### config.mk
export PLATFORM = sky130hd
export DESIGN_NAME = wb_to_ahb3lite_master_flat
export DESIGN_NICKNAME = d
export VERILOG_FILES = /design/src/rtl/wb_to_ahb3lite_master_if.sv /design/src/rtl/wb_to_ahb3lite_master.sv /design/src/flat_wrapper.sv
export SDC_FILE = /design/constraint.sdc
export NUM_CORES = 1
export LEC_CHECK = 0
export BUFFER_PORTS_ARGS = -buffer_cell sky130_fd_sc_hd__buf_2
export CAP_MARGIN = 20
export CORE_MARGIN = 5
export CORE_UTILIZATION = 43
export CTS_CLUSTER_DIAMETER = 120
export DETAILED_ROUTE_END_ITERATION = 12
export PLACE_DENSITY = 0.77
export REMOVE_ABC_BUFFERS = 1
export SLEW_MARGIN = 30
export SYNTH_ARGS = -nofsm -noshare
export SYNTH_HDL_FRONTEND = slang
export SYNTH_SLANG_ARGS = --single-unit
export TNS_END_PERCENT = 100
### constraint.sdc
create_clock -name wb_clk_i -period 3.4 [get_ports wb_clk_i]
set_clock_uncertainty 0.1 [all_clocks]
set_input_delay 0.17 -clock wb_clk_i [delete_from_list [all_inputs] [get_ports wb_clk_i]]
set_output_delay 0.17 -clock wb_clk_i [all_outputs]
set_load 0.01 [all_outputs]
### src/rtl/wb_to_ahb3lite_master_if.sv
// Signal bundle between the SD-controller Wishbone DMA master and the AHB-Lite
// fabric. The bridge connects through the master modport, the environment
// (Wishbone initiator plus AHB slave) through the slave modport.
interface wb_to_ahb3lite_master_if;
   logic [31:0] wbs_adr_i;
   logic [31:0] wbs_dat_i;
   logic [31:0] wbs_dat_o;
   logic [3:0]  wbs_sel_i;
   logic        wbs_we_i;
   logic        wbs_cyc_i;
   logic        wbs_stb_i;
   logic [2:0]  wbs_cti_i;
   logic [1:0]  wbs_bte_i;
   logic        wbs_ack_o;
   logic        wbs_err_o;
   logic [31:0] mHADDR;
   logic [31:0] mHWDATA;
   logic        mHWRITE;
   logic [2:0]  mHSIZE;
   logic [2:0]  mHBURST;
   logic [1:0]  mHTRANS;
   logic [3:0]  mHPROT;
   logic [31:0] mHRDATA;
   logic        mHREADY;
   logic        mHRESP;

   modport master (
      input  wbs_adr_i, wbs_dat_i, wbs_sel_i, wbs_we_i, wbs_cyc_i, wbs_stb_i,
      input  wbs_cti_i, wbs_bte_i,
      output wbs_dat_o, wbs_ack_o, wbs_err_o,
      output mHADDR, mHWDATA, mHWRITE, mHSIZE, mHBURST, mHTRANS, mHPROT,
      input  mHRDATA, mHREADY, mHRESP
   );

   modport slave (
      output wbs_adr_i, wbs_dat_i, wbs_sel_i, wbs_we_i, wbs_cyc_i, wbs_stb_i,
      output wbs_cti_i, wbs_bte_i,
      input  wbs_dat_o, wbs_ack_o, wbs_err_o,
      input  mHADDR, mHWDATA, mHWRITE, mHSIZE, mHBURST, mHTRANS, mHPROT,
      output mHRDATA, mHREADY, mHRESP
   );
endinterface

### src/rtl/wb_to_ahb3lite_master.sv
// Wishbone classic slave to AHB-Lite master bridge. Every Wishbone access becomes
// one SINGLE AHB transfer; only one transfer is ever outstanding. Byte-lane
// selects are translated into HSIZE plus the low address bits.
module wb_to_ahb3lite_master #(
   parameter logic [3:0] HPROT_VAL = 4'b0011
) (
   input logic wb_clk_i,
   input logic wb_rst_i,
   wb_to_ahb3lite_master_if.master bus
);

   typedef enum logic [1:0] {
      IDLE = 2'd0,
      ADDR = 2'd1,
      DATA = 2'd2,
      RESP = 2'd3
   } state_t;

   state_t      state;
   state_t      state_next;
   logic        request;
   logic        sel_legal;
   logic [2:0]  sel_size;
   logic [1:0]  sel_lo;
   logic [31:0] haddr;
   logic [31:0] hwdata;
   logic        hwrite;
   logic [2:0]  hsize;
   logic [31:0] rdata;
   logic        err_flag;
   logic        dropped;
   logic [1:0]  htrans;
   logic        ack;
   logic        err;
   logic        unused_ok;

   assign request   = bus.wbs_cyc_i & bus.wbs_stb_i;
   assign unused_ok = ^{bus.wbs_cti_i, bus.wbs_bte_i, bus.wbs_adr_i[1:0]};

   // Translate the byte-lane pattern into an AHB size and address offset
   always_comb begin
      sel_legal = 1'b1;
      sel_size  = 3'b010;
      sel_lo    = 2'b00;
      case (bus.wbs_sel_i)
         4'b1111: begin sel_size = 3'b010; sel_lo = 2'b00; end
         4'b0011: begin sel_size = 3'b001; sel_lo = 2'b00; end
         4'b1100: begin sel_size = 3'b001; sel_lo = 2'b10; end
         4'b0001: begin sel_size = 3'b000; sel_lo = 2'b00; end
         4'b0010: begin sel_size = 3'b000; sel_lo = 2'b01; end
         4'b0100: begin sel_size = 3'b000; sel_lo = 2'b10; end
         4'b1000: begin sel_size = 3'b000; sel_lo = 2'b11; end
         default: sel_legal = 1'b0;
      endcase
   end

   // State register
   always_ff @(posedge wb_clk_i) begin
      if (wb_rst_i) state <= IDLE;
      else          state <= state_next;
   end

   // Next-state decode plus HTRANS and the Wishbone termination strobes
   always_comb begin
      state_next = state;
      htrans     = 2'b00;
      ack        = 1'b0;
      err        = 1'b0;
      case (state)
         IDLE: begin
            if (request) state_next = sel_legal ? ADDR : RESP;
         end
         ADDR: begin
            htrans = 2'b10;
            if (bus.mHREADY) state_next = DATA;
         end
         DATA: begin
            if (bus.mHREADY) state_next = RESP;
         end
         RESP: begin
            ack        = ~err_flag & ~dropped & bus.wbs_cyc_i;
            err        = err_flag & ~dropped & bus.wbs_cyc_i;
            state_next = IDLE;
         end
         default: state_next = IDLE;
      endcase
   end

   // Latch the request, capture the AHB response and note abandoned cycles
   always_ff @(posedge wb_clk_i) begin
      if (wb_rst_i) begin
         haddr    <= '0;
         hwdata   <= '0;
         hwrite   <= 1'b0;
         hsize    <= 3'b010;
         rdata    <= '0;
         err_flag <= 1'b0;
         dropped  <= 1'b0;
      end else begin
         case (state)
            IDLE: begin
               if (request) begin
                  err_flag <= ~sel_legal;
                  dropped  <= 1'b0;
                  if (sel_legal) begin
                     haddr  <= {bus.wbs_adr_i[31:2], sel_lo};
                     hwdata <= bus.wbs_dat_i;
                     hwrite <= bus.wbs_we_i;
                     hsize  <= sel_size;
                  end
               end
            end
            DATA: begin
               if (bus.mHREADY) begin
                  err_flag <= bus.mHRESP;
                  if (!bus.mHRESP && !hwrite) rdata <= bus.mHRDATA;
               end
            end
            default: ;
         endcase
         if (state != IDLE && !bus.wbs_cyc_i) dropped <= 1'b1;
      end
   end

   assign bus.mHADDR    = haddr;
   assign bus.mHWDATA   = hwdata;
   assign bus.mHWRITE   = hwrite;
   assign bus.mHSIZE    = hsize;
   assign bus.mHBURST   = 3'b000;
   assign bus.mHTRANS   = htrans;
   assign bus.mHPROT    = HPROT_VAL;
   assign bus.wbs_dat_o = rdata;
   assign bus.wbs_ack_o = ack;
   assign bus.wbs_err_o = err;

endmodule

### src/flat_wrapper.sv
// flat-port wrapper written by rule: the top's interface ports become plain ports
module wb_to_ahb3lite_master_flat 
#(
   parameter logic [3:0] HPROT_VAL = 4'b0011
)
  (wb_clk_i, wb_rst_i, bus_wbs_adr_i, bus_wbs_dat_i, bus_wbs_sel_i, bus_wbs_we_i, bus_wbs_cyc_i, bus_wbs_stb_i, bus_wbs_cti_i, bus_wbs_bte_i, bus_wbs_dat_o, bus_wbs_ack_o, bus_wbs_err_o, bus_mHADDR, bus_mHWDATA, bus_mHWRITE, bus_mHSIZE, bus_mHBURST, bus_mHTRANS, bus_mHPROT, bus_mHRDATA, bus_mHREADY, bus_mHRESP);
  wb_to_ahb3lite_master_if bus_i ();
  input logic wb_clk_i;
  input logic wb_rst_i;
  input wire logic [$bits(bus_i.wbs_adr_i)-1:0] bus_wbs_adr_i;
  input wire logic [$bits(bus_i.wbs_dat_i)-1:0] bus_wbs_dat_i;
  input wire logic [$bits(bus_i.wbs_sel_i)-1:0] bus_wbs_sel_i;
  input wire logic [$bits(bus_i.wbs_we_i)-1:0] bus_wbs_we_i;
  input wire logic [$bits(bus_i.wbs_cyc_i)-1:0] bus_wbs_cyc_i;
  input wire logic [$bits(bus_i.wbs_stb_i)-1:0] bus_wbs_stb_i;
  input wire logic [$bits(bus_i.wbs_cti_i)-1:0] bus_wbs_cti_i;
  input wire logic [$bits(bus_i.wbs_bte_i)-1:0] bus_wbs_bte_i;
  output wire logic [$bits(bus_i.wbs_dat_o)-1:0] bus_wbs_dat_o;
  output wire logic [$bits(bus_i.wbs_ack_o)-1:0] bus_wbs_ack_o;
  output wire logic [$bits(bus_i.wbs_err_o)-1:0] bus_wbs_err_o;
  output wire logic [$bits(bus_i.mHADDR)-1:0] bus_mHADDR;
  output wire logic [$bits(bus_i.mHWDATA)-1:0] bus_mHWDATA;
  output wire logic [$bits(bus_i.mHWRITE)-1:0] bus_mHWRITE;
  output wire logic [$bits(bus_i.mHSIZE)-1:0] bus_mHSIZE;
  output wire logic [$bits(bus_i.mHBURST)-1:0] bus_mHBURST;
  output wire logic [$bits(bus_i.mHTRANS)-1:0] bus_mHTRANS;
  output wire logic [$bits(bus_i.mHPROT)-1:0] bus_mHPROT;
  input wire logic [$bits(bus_i.mHRDATA)-1:0] bus_mHRDATA;
  input wire logic [$bits(bus_i.mHREADY)-1:0] bus_mHREADY;
  input wire logic [$bits(bus_i.mHRESP)-1:0] bus_mHRESP;
  assign bus_i.wbs_adr_i = bus_wbs_adr_i;
  assign bus_i.wbs_dat_i = bus_wbs_dat_i;
  assign bus_i.wbs_sel_i = bus_wbs_sel_i;
  assign bus_i.wbs_we_i = bus_wbs_we_i;
  assign bus_i.wbs_cyc_i = bus_wbs_cyc_i;
  assign bus_i.wbs_stb_i = bus_wbs_stb_i;
  assign bus_i.wbs_cti_i = bus_wbs_cti_i;
  assign bus_i.wbs_bte_i = bus_wbs_bte_i;
  assign bus_wbs_dat_o = bus_i.wbs_dat_o;
  assign bus_wbs_ack_o = bus_i.wbs_ack_o;
  assign bus_wbs_err_o = bus_i.wbs_err_o;
  assign bus_mHADDR = bus_i.mHADDR;
  assign bus_mHWDATA = bus_i.mHWDATA;
  assign bus_mHWRITE = bus_i.mHWRITE;
  assign bus_mHSIZE = bus_i.mHSIZE;
  assign bus_mHBURST = bus_i.mHBURST;
  assign bus_mHTRANS = bus_i.mHTRANS;
  assign bus_mHPROT = bus_i.mHPROT;
  assign bus_i.mHRDATA = bus_mHRDATA;
  assign bus_i.mHREADY = bus_mHREADY;
  assign bus_i.mHRESP = bus_mHRESP;
  wb_to_ahb3lite_master #(.HPROT_VAL(HPROT_VAL)) u_core (.wb_clk_i(wb_clk_i), .wb_rst_i(wb_rst_i), .bus(bus_i));
endmodule
==> impl_metrics.toml <==
[status]
status = "completed"

[setup_path]
r2r.worst_path.cells = 6
critical_path.max_fanout = 51
critical_path.reg2reg.startpoint = "u_core.state[0]"
timing.setup.critical_path_class = "reg -> reg"
timing.critical_path.to_type = "register"
worst_ep_arrival_time_ps = 2580
crit-reg2reg-capture = "u_core.bus.mHADDR[21]"
worst_setup_start_kind = "register"
worstPathRequired_ps = 3570
timing.reg2reg.setup_slack_ps = 990

[hold_path]
worstHoldStart = "bus_wbs_dat_i[5]"
min-delay-path-class = "in -> reg"
whs_endpoint = "u_core.bus.mHWDATA[5]"
min_delay_path_depth = 3

[sta]
slew_violations = 0
min_period_over_period = 0.709
grt_setup_unrepaired = "no"
fin_crit_ps = 2410
timing_worst_slew_pin_value_ps = 793
maximum_clock_rate_mhz = 415
final_number_of_setup_violating_endpoints = 0
hold_slack_ps = 17.3
slew_headroom = 0.471
hold_viol = 0

[grt]
globalRoute.totalOverflow = 0
number_of_global_route_vias_before_repair = 4352
largest_net_degree_at_the_start_of_global_routing = 64
grtUsageTotal = 0.221
grt_pass1_wl_mm = 20.8
number_of_antenna_violations_at_the_first_check_in_global_routing = 0

[floorplanning]
dieArea_sq_um = 11900
count_of_boundary_i_o_pins = 223
die_outline_height_um = 109
core_area_sq_um = 9640
initial_core_util = 0.437
chipWidth_um = 109
num_rows = 36

[final_layout]
layout_common_cells = "206 x sky130_fd_sc_hd__buf_2, 195 x sky130_fd_sc_hd__nand2_1, 103 x sky130_fd_sc_hd__dfxtp_1"
fillerInstances = 706
finalNonFillerCells = 904
finish.utilization = 0.663
layout_commonest_cell = "sky130_fd_sc_hd__buf_2"
syn2layout_area_growth_pct = 51.8
diodes = 0
layout-drive-gt1-share = 0.297
fin_nets = 884
final_area_sq_um = 6390

[yosys]
syn-cell-area_sq_um = 4210
top_reg_cell_synth = "sky130_fd_sc_hd__dfxtp_1"
synth-seq-cells = 103
synth-warning-count = 0
netlist_instances = 487
seq_area_frac_synth = 0.490
synth_cell_type_count = 38
synth_enable_flop_cells = 0
ys_async_sr_fraction = 0
avgSynthCellArea_sq_um = 8.65

[place]
detailed_place.area_sq_um = 5250
gp_congestion = 0.746
dp_cells = 796
detailed_place_hpwl_mm = 8.19
io_buffers = 206

[power_and_ir_drop]
vdd.ir_drop.worst_mv = 0.251
power.total_mw = 2.81
power.internal_mw = 2.03
p_switching_mw = 0.782
clock_power_share = 0.290
switch_share = 0.278
leakagePower_nw = 2.91
pwr_density_cell_nw_per_um2 = 440
pwr-share-comb = 0.233
seq_power_share = 0.478

[clock_tree]
clk-insertion-delay-late_ps = 340
tritoncts_clock_tree = "built"
h-tree-depth = 3
numClockSinks = 103
max-clock-path-buffers = 2
cts_repair_resize_count = 0
root_buffer = "sky130_fd_sc_hd__clkbuf_8"
total_clock_buffers_created_by_cts = 9
clk_transition_reported_paths_ps = 90

[route]
number_of_routed_nets_with_antenna_violations = 0
drt_wl_cell_um = 14.8
route.detailed.drc = 0
vias_per_cell = 4.80
postRouteWirelength_mm = 13.4
drtIter0Drc = 259
vias = 4336
drt_pass1_iterations = 4

[run]
max-cap-violations = 0
## logic make-up (layout without fill, tap and decap cells)
group,Yosys count,count (layout),synth area share
flip-flops,103,103,0.490
buffers and inverters,46,323,0.0663
other,2,9,0.00178
XOR/XNOR,1,1,0.00208
multiplexers,65,65,0.155
AO/OA/AOI/OAI,49,49,0.0684
AND/OR/NAND/NOR,216,216,0.202
adder cells (fa/ha/maj),5,5,0.0149
## through the flow
step	setup slack [ps]	setup TNS [ps]
floorplan	-519	-25520
global placement	1170	0
detailed placement	1010	0
CTS	996	0
global route	793	0
finish	989	0
## area by class of cell
class / count / area (sq um) / share of cell area
clock inverter: 4 / 70.1 / 0.0110
sequential: 103 / 2060 / 0.323
timing repair buffer: 305 / 2020 / 0.316
inverter: 3 / 12.5 / 0.00196
multi-input combinational: 345 / 1920 / 0.300
clock buffer: 11 / 141 / 0.0221
tap: 133 / 166 / 0.0260
## synth_stat cells, drive strengths merged, types with 2 or more instances
| cell type | count | area share |
|---|---|---|
| dfxtp | 103 | 0.49 |
| a21oi | 34 | 0.041 |
| nor4bb | 2 | 0.0048 |
| buf | 20 | 0.043 |
| mux2i | 65 | 0.15 |
| nor2 | 9 | 0.0080 |
| inv | 3 | 0.0027 |
| ha | 5 | 0.015 |
| a311oi | 2 | 0.0042 |
| clkbuf | 23 | 0.021 |
| conb | 2 | 0.0018 |
| nand3 | 2 | 0.0024 |
| nand2 | 195 | 0.17 |
| o21ai | 3 | 0.0036 |
## power by group through the flow
stage | clock [mW] | sequential, mW | combinational [mW]
2_1_floorplan | 0 | 1.39 | 0.314
3_3_place_gp | 0 | 1.36 | 0.533
3_5_place_dp | 0 | 1.37 | 0.557
4_1_cts | 0.847 | 1.34 | 0.641
5_1_grt | 0.895 | 1.35 | 0.719
6_report | 0.815 | 1.34 | 0.653
## worst max path at each step
stage | startpoint | endpoint | cells after the start
after floorplan | u_core.state[0] | u_core.bus.mHADDR[1] | 5
after detailed placement | u_core.state[0] | u_core.bus.mHADDR[24] | 6
final | u_core.state[0] | u_core.bus.mHADDR[21] | 6
after CTS | u_core.state[0] | u_core.bus.mHADDR[23] | 6
after global placement | u_core.state[0] | u_core.bus.mHADDR[12] | 6
after global routing | u_core.state[0] | u_core.bus.mHADDR[21] | 6
## per-layer routing
metal / share of wire / up-vias / track usage
met5: 0 / - / 0
met1: 0.40 / 1967 / 0.250
met2: 0.46 / 217 / 0.377
met4: 0.019 / 0 / 0.0748
li1: - / 2125 / -
met3: 0.11 / 27 / 0.0894
## worst max-delay path, cell delays in order (launching register included)
cell                      delay, ps
sky130_fd_sc_hd__dfxtp_1        350
sky130_fd_sc_hd__inv_1          120
sky130_fd_sc_hd__ha_1           260
sky130_fd_sc_hd__nand3_1        210
sky130_fd_sc_hd__a21oi_4        590
sky130_fd_sc_hd__buf_12         380
sky130_fd_sc_hd__mux2i_1        270
## registers in the layout, indices dropped and copies added (netlist names)
signal                cells
u_core.bus.mHSIZE         2
u_core.err_flag           1
u_core.bus.wbs_dat_o     32
u_core.bus.mHWRITE        1
u_core.bus.mHADDR        32
u_core.bus.mHWDATA       32
u_core.dropped            1
u_core.state              2
## what timing repair did
action	4_1_cts	5_1_grt
endpoints found under the hold margin	93	0
hold buffers	93	0
setup buffers	0	0
No activity file was read; power rests on OpenSTA's default activity.
